===== src/rtl/cnn_ctrl_pkg.sv =====
// cnn_ctrl_pkg: shared state encoding and sizing constants for the conv layer controller.
package cnn_ctrl_pkg;
   typedef enum logic [2:0] {
      S_IDLE,
      S_LOAD_W,
      S_LOAD_MAP,
      S_CONV,
      S_POOL,
      S_DONE
   } state_t;
   localparam int COL_DEF = 32;
   localparam int ROW_DEF = 25;
   localparam logic [15:0] TIMEOUT_LIMIT = 16'hFFFF;
endpackage


===== src/rtl/ctrl_beat_cnt.sv =====
// ctrl_beat_cnt: beat counter that wraps to zero after i_last and flags the terminal beat.
module ctrl_beat_cnt #(
   parameter int W = 5
)(
   input  logic         clk,
   input  logic         rst,
   input  logic         i_clr,
   input  logic         i_en,
   input  logic [W-1:0] i_last,
   output logic [W-1:0] o_cnt,
   output logic         o_term
);
   logic [W-1:0] r_cnt;
   always_ff @(posedge clk or posedge rst) begin
      if (rst) r_cnt <= '0;
      else if (i_clr) r_cnt <= '0;
      else if (i_en) r_cnt <= o_term ? '0 : r_cnt + W'(1);
   end
   assign o_cnt  = r_cnt;
   assign o_term = r_cnt == i_last;
endmodule


===== src/rtl/conv_layer_ctrl.sv =====
// conv_layer_ctrl: sequences one CNN layer - weight columns, feature-map stream, conv, pool.
// Defining CONV_CTRL_TIMEOUT_EN adds a 16-bit CONV+POOL watchdog that aborts with err.
module conv_layer_ctrl
   import cnn_ctrl_pkg::*;
#(
   parameter int DATA_WIDTH = 16,
   parameter int COL        = COL_DEF,
   parameter int ROW        = ROW_DEF
)(
   input  logic           clk,
   input  logic           rst,
   input  logic           start,
   input  logic [4:0]     weight_dim,
   input  logic [5:0]     num_filter,
   input  logic [9:0]     map_len,
   input  logic           w_valid,
   output logic           w_ready,
   input  logic           map_valid,
   output logic           map_ready,
   input  logic           conv_finish,
   input  logic           pool_finish,
   output logic [COL-1:0] weight_en,
   output logic           fifo_en,
   output logic           conv_ctrl,
   output logic           flag_start,
   output logic           busy,
   output logic           done,
   output logic           err
);
   localparam logic [6:0] COL_L = 7'(COL);
   localparam logic [5:0] ROW_L = 6'(ROW);

   if (DATA_WIDTH < 1 || COL < 1 || ROW < 1) begin : g_bad_param
      $error("conv_layer_ctrl: DATA_WIDTH, COL and ROW must be positive");
   end

   state_t      r_state, w_next;
   logic [4:0]  r_wdim;
   logic [5:0]  r_nfilt;
   logic [9:0]  r_mlen;
   logic        r_err, r_flag_start, r_conv_done;
   logic        w_cfg_ok, w_err_set, w_timeout, w_idle;
   logic        w_word_term, w_col_term, w_map_term, w_w_beat, w_m_beat;
   logic [4:0]  w_word_cnt;
   logic [5:0]  w_col;
   logic [9:0]  w_map_cnt;
   logic        w_unused;

   assign w_idle   = r_state == S_IDLE;
   assign w_cfg_ok = num_filter != '0 && {1'b0, num_filter} <= COL_L &&
                     weight_dim != '0 && {1'b0, weight_dim} <= ROW_L && map_len != '0;
   assign w_w_beat = r_state == S_LOAD_W && w_valid;
   assign w_m_beat = r_state == S_LOAD_MAP && map_valid;
   assign w_unused = ^{w_word_cnt, w_map_cnt};

   ctrl_beat_cnt #(.W(5)) u_word_cnt (
      .clk(clk), .rst(rst), .i_clr(w_idle), .i_en(w_w_beat),
      .i_last(r_wdim - 5'd1), .o_cnt(w_word_cnt), .o_term(w_word_term)
   );
   ctrl_beat_cnt #(.W(6)) u_col_cnt (
      .clk(clk), .rst(rst), .i_clr(w_idle), .i_en(w_w_beat && w_word_term),
      .i_last(r_nfilt - 6'd1), .o_cnt(w_col), .o_term(w_col_term)
   );
   ctrl_beat_cnt #(.W(10)) u_map_cnt (
      .clk(clk), .rst(rst), .i_clr(w_idle), .i_en(w_m_beat),
      .i_last(r_mlen - 10'd1), .o_cnt(w_map_cnt), .o_term(w_map_term)
   );

`ifdef CONV_CTRL_TIMEOUT_EN
   logic [15:0] r_wdog;
   always_ff @(posedge clk or posedge rst) begin
      if (rst) r_wdog <= '0;
      else r_wdog <= (r_state == S_CONV || r_state == S_POOL) ? r_wdog + 16'd1 : '0;
   end
   assign w_timeout = r_wdog == TIMEOUT_LIMIT &&
                      ((r_state == S_CONV && !r_conv_done) || (r_state == S_POOL && !pool_finish));
`else
   assign w_timeout = 1'b0;
`endif

   always_comb begin
      w_next    = r_state;
      w_err_set = 1'b0;
      case (r_state)
         S_IDLE:     if (start) begin
                        w_next    = w_cfg_ok ? S_LOAD_W : S_IDLE;
                        w_err_set = !w_cfg_ok;
                     end
         S_LOAD_W:   if (w_w_beat && w_word_term && w_col_term) w_next = S_LOAD_MAP;
         S_LOAD_MAP: if (w_m_beat && w_map_term) w_next = S_CONV;
         S_CONV:     if (r_conv_done) w_next = S_POOL;
         S_POOL:     if (pool_finish) w_next = S_DONE;
         default:    w_next = S_IDLE;
      endcase
      if (w_timeout) begin
         w_next    = S_IDLE;
         w_err_set = 1'b1;
      end
   end

   // conv_finish may arrive any time after LOAD_MAP entry, so it is held until CONV consumes it
   always_ff @(posedge clk or posedge rst) begin
      if (rst) begin
         r_state      <= S_IDLE;
         r_err        <= 1'b0;
         r_flag_start <= 1'b0;
         r_conv_done  <= 1'b0;
         r_wdim       <= '0;
         r_nfilt      <= '0;
         r_mlen       <= '0;
      end else begin
         r_state      <= w_next;
         r_err        <= w_err_set;
         r_flag_start <= r_state == S_LOAD_W && w_next == S_LOAD_MAP;
         r_conv_done  <= (r_state == S_LOAD_MAP || r_state == S_CONV) && (r_conv_done || conv_finish);
         if (w_idle && start && w_cfg_ok) begin
            r_wdim  <= weight_dim;
            r_nfilt <= num_filter;
            r_mlen  <= map_len;
         end
      end
   end

   assign busy       = !w_idle;
   assign done       = r_state == S_DONE;
   assign err        = r_err;
   assign w_ready    = r_state == S_LOAD_W;
   assign map_ready  = r_state == S_LOAD_MAP;
   assign fifo_en    = w_m_beat;
   assign conv_ctrl  = r_state == S_LOAD_MAP || r_state == S_CONV;
   assign flag_start = r_flag_start;
   assign weight_en  = w_w_beat ? COL'(1) << w_col : '0;
endmodule


===== config.mk =====
export PLATFORM = sky130hd
export DESIGN_NAME = conv_layer_ctrl
export DESIGN_NICKNAME = d
export VERILOG_FILES = /design/src/rtl/cnn_ctrl_pkg.sv /design/src/rtl/ctrl_beat_cnt.sv /design/src/rtl/conv_layer_ctrl.sv
export SDC_FILE = /design/constraint.sdc
export NUM_CORES = 1
export LEC_CHECK = 0
export BUFFER_PORTS_ARGS = -buffer_cell sky130_fd_sc_hd__buf_2
export CELL_PAD_IN_SITES_DETAIL_PLACEMENT = 1
export CELL_PAD_IN_SITES_GLOBAL_PLACEMENT = 1
export CORE_ASPECT_RATIO = 1.75
export CORE_MARGIN = 4
export CORE_UTILIZATION = 40
export DETAILED_ROUTE_END_ITERATION = 10
export PLACE_DENSITY_LB_ADDON = 0.1
export SYNTH_ARGS = -nofsm -noshare
export SYNTH_HDL_FRONTEND = slang
export SYNTH_SLANG_ARGS = --single-unit

===== constraint.sdc =====
create_clock -name clk -period 4 [get_ports clk]
set_clock_uncertainty 0.15 [all_clocks]
set_input_delay 0.4 -clock clk [delete_from_list [all_inputs] [get_ports clk]]
set_output_delay 0.4 -clock clk [all_outputs]
set_load 0.005 [all_outputs]

==> flow_summary.toml, run 1 <==
[floorplan]
floorplan.rows = 42
ios = 68
die_area_um2 = 9360
coreArea_um2 = 7620
start_util_pct = 41.1
dieHeight_um = 125
die_w_um = 74.9

[setup_path]
critical_path.top_delay_family = "simple AND/OR/NAND/NOR gates"
cp_max_fo = 7
path_buf_inv = 1
critPathLaunchType = "register"
endpoint_kind = "primary output"
cp.arrival_ps = 2500
critical_path_cell_count = 7
worst_r2r_path_depth = 7
cp_slowest_cell = "nor3b_1"
worstSetupPathType = "reg2out"
cpMostUsedCell = "nand2_1"
cp_cell_sequence = "nor2b_1 > and2b_1 > nand2_1 > nor3b_1 > nand2_1 > nor3_1 > buf_2"
critical_path_required_ps = 3450
critPathMaxStageDelay_ps = 670

[global_route]
met1_usage_pct = 20.5
grt_remaining_overflow = 0
grt_max_degree = 49
met3_usage_pct = 2.49
grt.busiest_layer = "met2"
track_usage_pct = 19.4
antenna_found_initial = 0
grt_pass1_wl_um = 14200
grt_use_met2_pct = 36.8
grt_pass1_vias = 3031

[yosys]
synth_compound_area_share_pct = 13.5
synth_top_area_share_pct = 38.4
synthMuxAreaShare_pct = 6.03
synth_edf_count = 0
synth_top_family_by_area = "simple AND/OR/NAND/NOR gates"
synth_top_flop_cell = "dfrtp_1"
synth.area.top_cells = "dfrtp_1, xnor2_1, mux2_2, nor2_1, ha_1"
synth-seq-cells = 48
seq_area_frac_synth_pct = 38.4
ys_types = 55
async_flop_share_pct = 100
yosys_warnings = 0
synth_xor_area_share_pct = 9.23
synth_area_um2 = 3130
syn_nets = 385
yosys.area_share.simple_pct = 24.3
synth_area_per_cell_um2 = 9.05
yosys.area.top_type = "dfrtp_1"
synthCells = 346
synthAdderAreaFrac_pct = 4.39

[timing]
max_freq_ghz = 0.328
slew_headroom_pct = 29.4
fin_crit_sh_pct = 76.2
fin_tns_setup_ps = 0
hold_viol = 0
rsz0062_at_grt = "false"
setup_viol = 0
fin_crit_ps = 3050
finalMaxSlewViolations = 0
worstMarginPinSlew_ps = 1060

[clock_network]
cts_made_buffers = 5
clock_latency_ps = 290
cts_buffer_depth = 2
cts_tree = "done"
cts_hold_buffers = 0
root_buffer = "clkbuf_16"
postCtsResizedCells = 0
htreeDepth = 2
post_cts_buffers = 0
cts.sinks = 48
clk_pin_slew_ps = 70

[power]
p_leak_nw = 1.69
power_mw = 2.16
p_per_area_nw_per_um2 = 587
vdd_ir_drop_max_mv = 0.363

[place]
dp_hpwl_um = 6810
routabilityCongestion = 0.797
place.port_buffers = 67
dp.cells = 492

[routing]
dr.pass1.iters = 4
vias_per_cell = 5.59
postRouteAntennaNets = 0
wl_per_cell_um = 17.0
totalWireLength_um = 8520
drt_iter0_drc = 99
drc = 0
num_vias = 2797

[cells_and_area]
area.sequential_um2 = 1200
n_fill_cell = 945
antenna_cells = 0
nNetsFinal = 450
synthToLayoutAreaGrowth_pct = 17.5
drive_above_1_share_pct = 25.7
fin_cells = 500
multi_input_area_um2 = 1800

[run_status]
status = "finished clean"

[min_path]
hp-class = "in2reg"
hold_depth = 3

[run]
maxCapViolCount = 0
==> Yosys cell counts, types with 3 or more instances <==
master and number:
o21ai_0 19, a211oi_1 7, nor3_1 21, xnor2_1 22
nor3b_1 3, inv_1 18, mux2_2 15, nor2_1 37
a31oi_1 7, xor2_1 11, buf_2 3, and3b_1 3
nand2_1 34, dfrtp_1 48, a21oi_1 3, nor2b_1 4
and3_1 11, ha_1 11, clkbuf_1 5, nand3_1 14
o22ai_1 3, or4_1 3
==> final cells by class <==
cell class | count | share of cell area (%)
clock buffer | 5 | 3.40
tap | 88 | 2.99
sequential | 48 | 32.6
inverter | 19 | 1.94
clock inverter | 3 | 0.646
timing repair buffer | 69 | 9.52
multi-input combinational | 268 | 48.9
==> per-layer routing <==
metal,part of all wire [%],vias to the layer above
met3,3.2,16
met2,57,49
met1,37,1375
met4,2.5,0
li1,-,1357
met5,0,-
==> sequential cells by signal (all words and copies together), names as in the netlist <==
name              flops
r_mlen               10
u_map_cnt.o_cnt      10
r_nfilt               6
u_col_cnt.o_cnt       6
r_wdim                5
u_word_cnt.o_cnt      5
r_state               3
err                   1
flag_start            1
r_conv_done           1
==> worst paths after layout <==
kind                                            to  slack (ps)          start
worst max-delay path                 weight_en[17]         950     r_state[0]
worst min-delay path                    r_nfilt[0]         180  num_filter[0]
worst max register to register  u_map_cnt.o_cnt[4]        1470      r_mlen[0]
worst min register to register           r_wdim[4]         380      r_wdim[4]
max in group asynchronous                r_mlen[7]        2830            rst
min in group asynchronous                r_mlen[5]         210            rst
==> kinds of logic after synthesis <==
logic type               after synthesis
AND/OR/NAND/NOR                      148
AO/OA/AOI/OAI                         59
flip-flops                            48
XOR/XNOR                              33
buffers and inverters                 30
multiplexers                          17
adder cells (fa/ha/maj)               11
==> power by group <==
group,internal [mW],leakage [nW],switching [mW]
clock,0.233,0.0660,0.196
sequential,0.626,0.624,0.194
combinational,0.426,1.00,0.486
==> cell usage in the layout (no fill, tap or decap), drive strengths merged, types with 3 or more instances in the layout <==
master,Yosys,routed
nor2,38,38
nand2,34,34
o21ai,19,19
o22ai,3,3
and3,11,11
inv,18,18
nor4,3,3
a21oi,3,3
buf,6,69
a211o,3,3
ha,11,11
clkbuf,5,5
and3b,3,3
nand3,14,14
xor2,11,11
a211oi,8,8
xnor2,22,22
mux2,15,15
a31oi,7,7
nor2b,4,4
or4,4,4
nor3,21,21
dfrtp,48,48
nor3b,3,3
==> stage by stage <==
| step | hold slack [ps] | area [µm²] | utilization [%] | setup WS [ps] |
|---|---|---|---|---|
| 6_report | 179 | 3680 | 48.3 | 954 |
| 5_1_grt | 203 | 3680 | 48.3 | 693 |
| 4_1_cts | 176 | 3680 | 48.3 | 944 |
| 3_5_place_dp | 371 | 3530 | 46.4 | 1250 |
| 3_3_place_gp | 362 | 3530 | 46.4 | 1270 |
| 2_1_floorplan | 349 | 3130 | - | 1630 |
==> worst reg2reg max path, cell delays in order (launching register included) <==
cell and delay, ps:
dfrtp_1 440, or4_4 570, and4bb_2 330, xnor2_1 120, nand4_1 130, a2111oi_2 310
buf_4 240, o21ai_0 110
Note: power is estimated with default switching activity, not from simulation.
==> run 2: changes to the inputs <==
- clock period: 4 -> 3.2 ns (I/O delays scaled with it)
==> run 2 against run 1 <==
Sequential share of layout area down 0.20 points. Utilization rose by 0.30 points. Total power up 25%. Non-clock buffer count is 5 higher. Global-route usage decreased by 0.051 points. Final cell count up 0.80%. Count of clock-buffer cells in the layout rose by 1. Final area rose by 0.61%. Register-to-register slack worse by 830 ps. Largest power group unchanged. Critical path type unchanged. Critical path depth up 1.
==> flow_summary.toml, run 2 (synthesis results as in run 1) <==
[setup_path]
endpoint_kind = "primary output"
cpMostUsedCell = "nand2_1"
critPathMaxStageDelay_ps = 450
worstSetupPathType = "reg2out"
critical_path.top_delay_family = "simple AND/OR/NAND/NOR gates"
cp_cell_sequence = "nor2b_1 > and2b_1 > nand2_1 > nor3b_1 > buf_4 > nand2_1 > nor3_1 > buf_2"
path_buf_inv = 2
critical_path_required_ps = 2730
critPathLaunchType = "register"
cp_slowest_cell = "dfrtp_1"
cp_max_fo = 7
cp.arrival_ps = 2150

[clock_network]
htreeDepth = 2
post_cts_buffers = 0
clock_latency_ps = 290
root_buffer = "clkbuf_16"
cts_tree = "done"
postCtsResizedCells = 0
cts.sinks = 48
cts_buffer_depth = 2
clk_pin_slew_ps = 60
cts_made_buffers = 5
cts_hold_buffers = 0

[cells_and_area]
final_common_cell = "buf_2"
multi_input_area_um2 = 1800
drive_above_1_share_pct = 26.2
antenna_cells = 0
nNetsFinal = 455
fin_cells = 504
layout_common_cells = "buf_2, dfrtp_1, nor2_1"
synthToLayoutAreaGrowth_pct = 18.3
n_fill_cell = 925
area.sequential_um2 = 1200

[routing]
wl_per_cell_um = 17.1
postRouteAntennaNets = 0
num_vias = 2779
drt_iter0_drc = 62
drc = 0
totalWireLength_um = 8610
vias_per_cell = 5.51
dr.pass1.iters = 4

[timing]
fin_crit_ps = 2620
setup_viol = 0
worstMarginPinSlew_ps = 1040
hold_viol = 0
max_freq_ghz = 0.382
slew_headroom_pct = 30.3
fin_tns_setup_ps = 0
rsz0062_at_grt = "false"
finalMaxSlewViolations = 0
fin_crit_sh_pct = 81.8

[power]
p_per_area_nw_per_um2 = 731
vdd_ir_drop_max_mv = 0.533
p_leak_nw = 1.72

[global_route]
grt_pass1_vias = 2987
antenna_found_initial = 0
grt_remaining_overflow = 0
grt_max_degree = 49
track_usage_pct = 19.3
grt_pass1_wl_um = 14000

[floorplan]
start_util_pct = 41.1
ios = 68
dieHeight_um = 125
floorplan.rows = 42
die_w_um = 74.9
coreArea_um2 = 7620
die_area_um2 = 9360

[place]
dp.cells = 497
dp_hpwl_um = 6860
place.port_buffers = 67
routabilityCongestion = 0.785

[run_status]
status = "finished clean"

[min_path]
hp-class = "in2reg"

[run]
maxCapViolCount = 0
run 2: cell count changes in the layout (fill, tap and decap cells not counted), sizes merged:
| cell | previous run | this run |
|---|---|---|
| buf | 69 | 74 |
| clkbuf | 5 | 6 |
| clkinvlp | 2 | 0 |
run 2: worst paths after layout:
check                                     end  cells past startpoint   startpoint  slack, ps
max                             weight_en[16]                      8   r_state[0]        580
min                               r_conv_done                      3  conv_finish         90
max reg2reg                u_map_cnt.o_cnt[3]                      7    r_mlen[0]        640
min reg2reg                        r_nfilt[5]                      1   r_nfilt[5]        380
max in group asynchronous  u_map_cnt.o_cnt[2]                      2          rst       2110
min in group asynchronous           r_mlen[5]                      2          rst        140
run 2: power breakdown:
group	internal [mW]	switching (mW)	leakage (nW)
Combinational	0.546	0.627	1.03
Sequential	0.783	0.251	0.624
Clock	0.284	0.218	0.0667
Total	1.61	1.10	1.72
run 2: per-layer routing:
layer | global-route usage [%] | vias to the layer above | routed length (µm)
li1 | - | 1364 | -
met1 | 18.8 | 1357 | 2980
met2 | 38.1 | 47 | 5140
met3 | 3.21 | 11 | 333
met4 | 6.50 | 0 | 155
met5 | 0 | - | 0
run 2: layout make-up:
| cell class | instances | area share, % |
|---|---|---|
| clock buffer | 6 | 3.48 |
| clock inverter | 1 | 0.135 |
| inverter | 19 | 1.93 |
| multi-input combinational | 268 | 48.6 |
| sequential | 48 | 32.4 |
| tap | 88 | 2.97 |
| timing repair buffer | 74 | 10.5 |
run 2: metrics by stage:
stage                     instance area, µm²  utilization [%]  power, mW  hold slack [ps]  worst slack (ps)
after floorplan                         3130                -       1.87              287               826
after global placement                  3570             46.8       2.16              363               560
after detailed placement                3570             46.8       2.22              369               499
after CTS                               3700             48.6       2.75             85.4               577
after global routing                    3700             48.6       2.92              116               372
final                                   3700             48.6       2.71             93.6               582
run 2: worst min-delay path, delay by kind of cell:
kind / cells / cell delay [ps]
simple gates: 2 / 100
buf+inv: 1 / 80
==> run 3: changes to the inputs <==
- clock period: 3.2 -> 2.6 ns (I/O delays scaled with it)
==> run 3 against run 2 <==
Die area unchanged. Combinational power is 31% higher. Setup slack worse by 450 ps. Via count is 3.1% higher. Final cell count rose by 1.8%. Largest cell class unchanged. Highest routed layer unchanged. Critical path type is now reg2reg. Critical endpoint is now u_map_cnt.o_cnt[3]. Sequential share of layout area fell by 0.82 points. Clock power up 33%. Routed wire length grew 5.2%. Critical path depth down 1. Count of clock-buffer cells in the layout grew 2.
==> flow_summary.toml, run 3 (synthesis results as in run 1) <==
[run_status]
status = "finished clean"

[power]
p_per_area_nw_per_um2 = 906
power_mw = 3.46
vdd_ir_drop_max_mv = 0.498
p_leak_nw = 1.77

[setup_path]
endpoint_kind = "register"
worstSetupPathType = "reg2reg"
cp.arrival_ps = 2480
cp_max_fo = 11
critical_path_required_ps = 2620
critPathLaunchType = "register"

[timing]
slew_headroom_pct = 54.6
setup_ws_ps = 136
fin_crit_ps = 2460
setup_viol = 0
whs_ps = 35.2
hold_viol = 0
max_freq_ghz = 0.406
finalMaxSlewViolations = 0
fin_tns_setup_ps = 0
fin_crit_sh_pct = 94.8
worstMarginPinSlew_ps = 680

[cells_and_area]
stdcell_area_um2 = 3810
n_fill_cell = 930
nNetsFinal = 463
final_common_cell = "buf_2"
area.sequential_um2 = 1210
synthToLayoutAreaGrowth_pct = 21.8
fin_cells = 513
drive_above_1_share_pct = 29.2
antenna_cells = 0
multi_input_area_um2 = 1820
layout_common_cells = "buf_2, dfrtp_1, nor2_1"
postLayoutCoreUtil_pct = 50.1

[clock_network]
cts_made_buffers = 5
cts_tree = "done"
cts.sinks = 48
root_buffer = "clkbuf_16"
clock_latency_ps = 290
clk_pin_slew_ps = 60
cts_buffer_depth = 2
htreeDepth = 2

[routing]
totalWireLength_um = 9070
vias_per_cell = 5.58
drc = 0
drt_iter0_drc = 89
dr.pass1.iters = 4
num_vias = 2865
wl_per_cell_um = 17.7
postRouteAntennaNets = 0

[global_route]
grt_use_met2_pct = 40.2
grt_pass1_wl_um = 14700
grt.busiest_layer = "met2"
met1_usage_pct = 20.2
grt_max_degree = 31
grt_remaining_overflow = 0
antenna_found_initial = 0
grt_pass1_vias = 3103
met3_usage_pct = 2.65
track_usage_pct = 20.0

[place]
dp_hpwl_um = 7160
dp.cells = 503
place.port_buffers = 67
routabilityCongestion = 0.819
placed_area_um2 = 3630
place_ws_ps = 139

[floorplan]
ios = 68
die_area_um2 = 9360
die_w_um = 74.9
start_util_pct = 41.1
floorplan.rows = 42
coreArea_um2 = 7620
dieHeight_um = 125

[min_path]
hp-class = "in2reg"

[run]
maxCapViolCount = 0
[run 3: area by class of cell]
cell class / count / area share [%]
timing repair buffer: 82 / 12.1
tap: 88 / 2.89
multi-input combinational: 268 / 47.7
sequential: 48 / 31.6
clock buffer: 8 / 3.84
inverter: 19 / 1.87
[run 3: worst paths after layout]
check | depth (start not counted) | startpoint | endpoint | slack (ps)
min in group asynchronous | 3 | rst | r_mlen[4] | 490
setup / recovery | 7 | r_mlen[0] | u_map_cnt.o_cnt[3] | 140
hold / removal | 3 | conv_finish | r_conv_done | 40
hold reg to reg | 1 | r_mlen[9] | r_mlen[9] | 390
max in group asynchronous | 4 | rst | r_state[1] | 1160
setup reg to reg | 7 | r_mlen[0] | u_map_cnt.o_cnt[3] | 140
[run 3: per-layer routing]
metal | part of all wire [%] | up-vias
li1 | - | 1374
met1 | 34 | 1432
met2 | 60 | 49
met3 | 3.6 | 10
met4 | 1.7 | 0
met5 | 0 | -
[run 3: timing repair]
| action | in CTS | in global routing |
|---|---|---|
| buffers inserted | 0 | 1 |
| resized for setup | 0 | 9 |
| setup endpoints to repair | 0 | 30 |
| hold buffers | 1 | 0 |
| endpoints found under the hold margin | 28 | 0 |
[run 3: power breakdown]
group          total (mW)  switching (mW)  internal [mW]
clock               0.666           0.281          0.385
combinational        1.53           0.816          0.714
sequential           1.26           0.291          0.968
[run 3: worst max-delay path, cell delays in order (launching register included)]
cell	delay, ps
dfrtp_2	440
or4_4	560
and4bb_2	320
xnor2_1	110
nand4_1	130
a2111oi_2	290
buf_4	230
o21ai_0	110
